<file path="src/rtl/riscv_pkg.sv">
// rtl/riscv_pkg.sv - shared encodings for the multicycle controller and ALU
package riscv_pkg;

  typedef enum logic [3:0] {
    S_FETCH,
    S_DECODE,
    S_MEMADR,
    S_MEMREAD,
    S_MEMWB,
    S_MEMWRITE,
    S_EXECUTER,
    S_EXECUTEI,
    S_ALUWB,
    S_BEQ,
    S_JAL
  } state_t;

  localparam logic [6:0] OP_LW    = 7'b0000011;
  localparam logic [6:0] OP_SW    = 7'b0100011;
  localparam logic [6:0] OP_RTYPE = 7'b0110011;
  localparam logic [6:0] OP_ITYPE = 7'b0010011;
  localparam logic [6:0] OP_JAL   = 7'b1101111;
  localparam logic [6:0] OP_BEQ   = 7'b1100011;

  localparam logic [1:0] ALUOP_ADD   = 2'b00;
  localparam logic [1:0] ALUOP_SUB   = 2'b01;
  localparam logic [1:0] ALUOP_FUNCT = 2'b10;

  localparam logic [2:0] ALU_ADD = 3'b000;
  localparam logic [2:0] ALU_SUB = 3'b001;
  localparam logic [2:0] ALU_AND = 3'b010;
  localparam logic [2:0] ALU_OR  = 3'b011;
  localparam logic [2:0] ALU_SLT = 3'b101;

  localparam logic [1:0] RES_ALUOUT    = 2'b00;
  localparam logic [1:0] RES_DATA      = 2'b01;
  localparam logic [1:0] RES_ALURESULT = 2'b10;

  localparam logic [1:0] SRCA_PC    = 2'b00;
  localparam logic [1:0] SRCA_OLDPC = 2'b01;
  localparam logic [1:0] SRCA_RS1   = 2'b10;

  localparam logic [1:0] SRCB_RS2  = 2'b00;
  localparam logic [1:0] SRCB_IMM  = 2'b01;
  localparam logic [1:0] SRCB_FOUR = 2'b10;

  localparam logic [1:0] IMM_I = 2'b00;
  localparam logic [1:0] IMM_S = 2'b01;
  localparam logic [1:0] IMM_B = 2'b10;
  localparam logic [1:0] IMM_J = 2'b11;

endpackage

</file>
<file path="src/rtl/mc_controller_if.sv">
// rtl/mc_controller_if.sv - instruction fields in, datapath control signals out
interface mc_controller_if;
  logic [6:0] op;
  logic [2:0] funct3;
  logic       funct7b5;
  logic       zero;
  logic       pc_write;
  logic       adr_src;
  logic       mem_write;
  logic       ir_write;
  logic       reg_write;
  logic [1:0] result_src;
  logic [1:0] alu_src_a;
  logic [1:0] alu_src_b;
  logic [1:0] imm_src;
  logic [2:0] alu_control;

  modport master (
    output op, funct3, funct7b5, zero,
    input  pc_write, adr_src, mem_write, ir_write, reg_write,
    input  result_src, alu_src_a, alu_src_b, imm_src, alu_control
  );

  modport slave (
    input  op, funct3, funct7b5, zero,
    output pc_write, adr_src, mem_write, ir_write, reg_write,
    output result_src, alu_src_a, alu_src_b, imm_src, alu_control
  );
endinterface

</file>
<file path="src/rtl/mc_controller_alu_decoder.sv">
// rtl/mc_controller_alu_decoder.sv - maps aluop and instruction fields to an ALU operation
module alu_decoder
  import riscv_pkg::*;
(
  input  logic [1:0] aluop,
  input  logic [2:0] funct3,
  input  logic       op5,
  input  logic       funct7b5,
  output logic [2:0] alu_control
);

  always_comb begin
    alu_control = ALU_ADD;
    case (aluop)
      ALUOP_ADD: alu_control = ALU_ADD;
      ALUOP_SUB: alu_control = ALU_SUB;
      ALUOP_FUNCT: begin
        case (funct3)
          // only R-type with funct7b5 set is sub; addi never subtracts
          3'b000:  alu_control = ({op5, funct7b5} == 2'b11) ? ALU_SUB : ALU_ADD;
          3'b010:  alu_control = ALU_SLT;
          3'b110:  alu_control = ALU_OR;
          3'b111:  alu_control = ALU_AND;
          default: alu_control = ALU_ADD;
        endcase
      end
      default: alu_control = ALU_ADD;
    endcase
  end

endmodule

</file>
<file path="src/rtl/mc_controller.sv">
// rtl/mc_controller.sv - multicycle RISC-V control FSM with Moore control outputs
module mc_controller
  import riscv_pkg::*;
(
  input  logic           clk,
  input  logic           rst_n,
  mc_controller_if.slave bus
);

  state_t     state;
  state_t     cur;
  logic [1:0] aluop;
  logic [2:0] alu_control;
  logic       pc_update;
  logic       branch;
  logic       ir_w;
  logic       mem_w;
  logic       reg_w;

  always_ff @(posedge clk) begin
    if (!rst_n) begin
      state <= S_FETCH;
    end else begin
      case (state)
        S_FETCH:  state <= S_DECODE;
        S_DECODE: begin
          case (bus.op)
            OP_LW, OP_SW: state <= S_MEMADR;
            OP_RTYPE:     state <= S_EXECUTER;
            OP_ITYPE:     state <= S_EXECUTEI;
            OP_JAL:       state <= S_JAL;
            OP_BEQ:       state <= S_BEQ;
            default:      state <= S_FETCH;
          endcase
        end
        S_MEMADR:   state <= bus.op[5] ? S_MEMWRITE : S_MEMREAD;
        S_MEMREAD:  state <= S_MEMWB;
        S_EXECUTER: state <= S_ALUWB;
        S_EXECUTEI: state <= S_ALUWB;
        S_JAL:      state <= S_ALUWB;
        default:    state <= S_FETCH;
      endcase
    end
  end

  // While reset is held the outputs show FETCH regardless of the stored state
  always_comb begin
    cur            = rst_n ? state : S_FETCH;
    bus.adr_src    = 1'b0;
    bus.result_src = RES_ALUOUT;
    bus.alu_src_a  = SRCA_PC;
    bus.alu_src_b  = SRCB_RS2;
    aluop          = ALUOP_ADD;
    pc_update      = 1'b0;
    branch         = 1'b0;
    ir_w           = 1'b0;
    mem_w          = 1'b0;
    reg_w          = 1'b0;
    case (cur)
      S_FETCH: begin
        ir_w           = 1'b1;
        bus.alu_src_b  = SRCB_FOUR;
        bus.result_src = RES_ALURESULT;
        pc_update      = 1'b1;
      end
      S_DECODE: begin
        bus.alu_src_a = SRCA_OLDPC;
        bus.alu_src_b = SRCB_IMM;
      end
      S_MEMADR: begin
        bus.alu_src_a = SRCA_RS1;
        bus.alu_src_b = SRCB_IMM;
      end
      S_MEMREAD: bus.adr_src = 1'b1;
      S_MEMWB: begin
        bus.result_src = RES_DATA;
        reg_w          = 1'b1;
      end
      S_MEMWRITE: begin
        bus.adr_src = 1'b1;
        mem_w       = 1'b1;
      end
      S_EXECUTER: begin
        bus.alu_src_a = SRCA_RS1;
        aluop         = ALUOP_FUNCT;
      end
      S_EXECUTEI: begin
        bus.alu_src_a = SRCA_RS1;
        bus.alu_src_b = SRCB_IMM;
        aluop         = ALUOP_FUNCT;
      end
      S_ALUWB: reg_w = 1'b1;
      S_BEQ: begin
        bus.alu_src_a = SRCA_RS1;
        aluop         = ALUOP_SUB;
        branch        = 1'b1;
      end
      S_JAL: begin
        bus.alu_src_a = SRCA_OLDPC;
        bus.alu_src_b = SRCB_FOUR;
        pc_update     = 1'b1;
      end
      default: ;
    endcase
  end

  always_comb begin
    bus.pc_write  = rst_n & (pc_update | (branch & bus.zero));
    bus.ir_write  = rst_n & ir_w;
    bus.mem_write = rst_n & mem_w;
    bus.reg_write = rst_n & reg_w;
  end

  always_comb begin
    case (bus.op)
      OP_LW, OP_ITYPE: bus.imm_src = IMM_I;
      OP_SW:           bus.imm_src = IMM_S;
      OP_BEQ:          bus.imm_src = IMM_B;
      OP_JAL:          bus.imm_src = IMM_J;
      default:         bus.imm_src = IMM_I;
    endcase
  end

  alu_decoder u_alu_decoder (
    .aluop       (aluop),
    .funct3      (bus.funct3),
    .op5         (bus.op[5]),
    .funct7b5    (bus.funct7b5),
    .alu_control (alu_control)
  );

  always_comb bus.alu_control = alu_control;

endmodule
</file>
<file path="src/flat_wrapper.sv">
// flat-port wrapper written by rule: the top's interface ports become plain ports
module mc_controller_flat import riscv_pkg::*;
  (clk, rst_n, bus_op, bus_funct3, bus_funct7b5, bus_zero, bus_pc_write, bus_adr_src, bus_mem_write, bus_ir_write, bus_reg_write, bus_result_src, bus_alu_src_a, bus_alu_src_b, bus_imm_src, bus_alu_control);
  mc_controller_if bus_i ();
  input  logic clk;
  input  logic rst_n;
  input wire logic [$bits(bus_i.op)-1:0] bus_op;
  input wire logic [$bits(bus_i.funct3)-1:0] bus_funct3;
  input wire logic [$bits(bus_i.funct7b5)-1:0] bus_funct7b5;
  input wire logic [$bits(bus_i.zero)-1:0] bus_zero;
  output wire logic [$bits(bus_i.pc_write)-1:0] bus_pc_write;
  output wire logic [$bits(bus_i.adr_src)-1:0] bus_adr_src;
  output wire logic [$bits(bus_i.mem_write)-1:0] bus_mem_write;
  output wire logic [$bits(bus_i.ir_write)-1:0] bus_ir_write;
  output wire logic [$bits(bus_i.reg_write)-1:0] bus_reg_write;
  output wire logic [$bits(bus_i.result_src)-1:0] bus_result_src;
  output wire logic [$bits(bus_i.alu_src_a)-1:0] bus_alu_src_a;
  output wire logic [$bits(bus_i.alu_src_b)-1:0] bus_alu_src_b;
  output wire logic [$bits(bus_i.imm_src)-1:0] bus_imm_src;
  output wire logic [$bits(bus_i.alu_control)-1:0] bus_alu_control;
  assign bus_i.op = bus_op;
  assign bus_i.funct3 = bus_funct3;
  assign bus_i.funct7b5 = bus_funct7b5;
  assign bus_i.zero = bus_zero;
  assign bus_pc_write = bus_i.pc_write;
  assign bus_adr_src = bus_i.adr_src;
  assign bus_mem_write = bus_i.mem_write;
  assign bus_ir_write = bus_i.ir_write;
  assign bus_reg_write = bus_i.reg_write;
  assign bus_result_src = bus_i.result_src;
  assign bus_alu_src_a = bus_i.alu_src_a;
  assign bus_alu_src_b = bus_i.alu_src_b;
  assign bus_imm_src = bus_i.imm_src;
  assign bus_alu_control = bus_i.alu_control;
  mc_controller u_core (.clk(clk), .rst_n(rst_n), .bus(bus_i));
endmodule
</file>
<file path="config.mk">
export PLATFORM = sky130hd
export DESIGN_NAME = mc_controller_flat
export DESIGN_NICKNAME = d
export VERILOG_FILES = /design/src/rtl/riscv_pkg.sv /design/src/rtl/mc_controller_if.sv /design/src/rtl/mc_controller_alu_decoder.sv /design/src/rtl/mc_controller.sv /design/src/flat_wrapper.sv
export SDC_FILE = /design/constraint.sdc
export NUM_CORES = 1
export LEC_CHECK = 0
export CORE_MARGIN = 4
export CORE_UTILIZATION = 40
export CTS_CLUSTER_DIAMETER = 40
export DETAILED_ROUTE_END_ITERATION = 8
export PLACE_DENSITY = 0.83
export SYNTH_ARGS = -nofsm -noshare
export SYNTH_HDL_FRONTEND = slang
export SYNTH_SLANG_ARGS = --single-unit
</file>
<file path="constraint.sdc">
create_clock -name clk -period 2.1 [get_ports clk]
set_input_delay 0.21 -clock clk [delete_from_list [all_inputs] [get_ports clk]]
set_output_delay 0.21 -clock clk [all_outputs]
set_load 0.005 [all_outputs]
</file>
==> impl_metrics.ini <==
[run_status]
status = finished, final reports clean

[sta]
max_freq_ghz = 0.489
timing_max_transition_violations_final = 0
timing.final.ws_setup_ps = 53.4
timing.final.setup_violations = 0
tightest_slew_ps = 327
timing.final.crit_period_ps = 2050
timing.final.hold_violations = 0
slew_headroom = 0.780
final.setup_skew_ps = 4.18
final_period_utilization = 0.975
grt_setup_unrepaired = no

[setup_path]
critical_path_arrival_ps = 1840
cp.buffers_inverters = 2
timing.critical_path.to_type = output port
crit_chain = buf_4 > or3_1 > o21ai_0 > clkdlybuf4s50_1
worst-r2r-cell-count = 4
critical-path-top-delay-family = buffers and inverters
timing.rr.start = u_core.state[2]
crit-reg2reg-capture = u_core.state[3]
required_ps = 1890
timing.setup.critical_path_class = flip-flop to output port
timing.critical_path.from_type = flip-flop
critPathSlowestCell = clkdlybuf4s50_1
slowest_delay_ps = 520
crit_fanout = 10
r2r_setup_slk_ps = 760

[synth]
synth.cell_area_um2 = 546
yosys.area.top_type_share = 0.147
synth.yosys.warnings = 0
synth_area_leaders = dfxtp_1, nor2b_1, ha_1
synth-edff-count = 0
postSynthAreaPerCell_um2 = 7.37
syn_nets = 90
synth_async_sr_flop_share = 0
synth_flop_cell = dfxtp_1
synth.lib_cells_used.distinct = 36
synth_seq_area_share = 0.147
flops_latches_synth = 4
synth_top_cell_by_area = dfxtp_1
postSynthCellCount = 74

[detailed_routing]
detail_route.vias_per_cell = 5.35
drtIter0Drc = 13
drt_pass1_iterations = 4
route.detailed.drc = 0
vias = 680
routed_wirelength_um = 1890
wl_per_cell_um = 14.8
final_antenna_net_count = 0

[finish]
n_antenna_cell = 0
layout_common_cells = clkdlybuf4s50_1, buf_4, nor2_1
multi_input_comb_area_um2 = 458
syn_to_final_growth_pct = 77.5
final_layout_net_count = 130
post_route_cells_drive_above_1_share = 0.223
filler_cell_count = 94
mostFrequentLayoutCell = clkdlybuf4s50_1
layout.area.seq_um2 = 81.3
top_regs = u_core.state (4)
largest_register_ffs = 4
largest_register = u_core.state

[min_path]
hold_path_end = u_core.state[3]
min-delay-start = rst_n
min-delay-path-class = input pin to flip-flop
timing.hold.worst_path_depth = 3

[cts]
cts_max_path_buffers = 2
cts-buffers-inserted = 3
cts.root.buffer_cell = clkbuf_4
count_of_clock_tree_sinks = 4
clock_latency_on_the_worst_skew_pair_ps = 240
cts.clk_slew.worst_paths_ps = 40
htree_num_levels = 1
cts_tree = built
holdBufCountCts = 0

[power_and_ir_drop]
total_power_w = 0.000277
max-vdd-ir-drop_mv = 0.317
powerDensity_nw_per_um2 = 286
leakagePower_nw = 0.410

[floorplanning]
std_cell_rows = 13
fp.dieArea_um2 = 2020
design.core.area_um2 = 1280
initial_utilization = 0.425
die_x_um = 44.9
dieHeight_um = 44.9
io_pins = 30

[global_routing]
gr-total-overflow = 0
first_global_vias = 619
track_usage = 0.181
largest_net_degree_at_the_start_of_global_routing = 17
grt_pass1_wl_um = 2700
antenna_found_initial = 0

[flow_run]
timing.max_cap.violations = 0

[placed_design]
gp_routability_congestion = 0.767
detailedPlace.worstSlack_ps = -308
portBuffers = 29
detailed_place_hpwl_um = 1390
through the flow:
step / setup TNS [ps] / instance area, um2 / cells / util / hold WS [ps]
finish: 0 / 968 / 127 / 0.754 / 592
global route: 0 / 968 / 127 / 0.754 / 643
CTS: 0 / 936 / 127 / 0.728 / 591
detailed placement: -758 / 913 / 124 / 0.711 / 612
global placement: -599 / 913 / 124 / 0.711 / 600
floorplan: 0 / 546 / 74 / - / 405
synth_stat cells (2+ instances only):
master    instances
nor2b_1           6
or3_1             3
inv_1             3
nand3_1           3
nand2b_1          3
nand2_1           3
buf_2             4
a32o_1            2
xnor2_1           2
nand3b_1          2
nor3_1            2
nor2_1            5
ha_1              2
xor2_1            2
and3_1            2
a21oi_1           4
o21ai_0           4
dfxtp_1           4
tightest hold or removal path, stage by stage:
cell and delay (ps):
dlygate4sd2_1 270, buf_4 160, a32o_1 150
kinds of logic (layout without fill, tap and decap cells):
logic type                 Yosys count  count (layout)  share of synthesized area
buffers and inverters                8              46                     0.0642
adders and majority gates            2               2                     0.0459
AOI/OAI and AO/OA                   15              15                      0.193
muxes                                2               2                     0.0390
DFF                                  4               4                      0.147
and+or+nand+nor                     39              39                      0.447
xor gates and xnor gates             4               4                     0.0642
report_power, final:
group / total, W / switching [W] / internal, W
registers: 0.0000796 / 0.00000141 / 0.0000782
logic: 0.0000969 / 0.0000404 / 0.0000565
clock network: 0.000100 / 0.0000358 / 0.0000642
total: 0.000277 / 0.0000776 / 0.000199
worst max-delay path by stage:
stage               cells after the start       startpoint                  to
floorplan                               5  u_core.state[1]  bus_alu_control[2]
global placement                        6            rst_n  bus_alu_control[2]
detailed placement                      6            rst_n  bus_alu_control[2]
CTS                                     7  u_core.state[1]  bus_alu_control[1]
global route                            4  u_core.state[3]   bus_result_src[1]
finish                                  4  u_core.state[3]   bus_result_src[1]
cell type report:
type / instances / share of cell area
multi-input cells: 62 / 0.473
repair buffers: 40 / 0.389
flip-flops and latches: 4 / 0.0840
clock buffers: 3 / 0.0233
well taps: 15 / 0.0194
inverters: 3 / 0.0116
what timing repair did:
item / CTS / global route
endpoints found under the setup margin: 4 / 4
pin swaps: 1 / 3
buffers inserted: 0 / 0
gates resized for setup: 6 / 11
metal layers:
layer  track usage  part of all wire  vias up
met2         0.305              0.54        9
met4        0.0702                 0        0
met3        0.0518             0.020        0
li1              -                 -      352
met1         0.215              0.44      319
met5             0                 0        -
No activity file was read; power rests on OpenSTA's default activity.
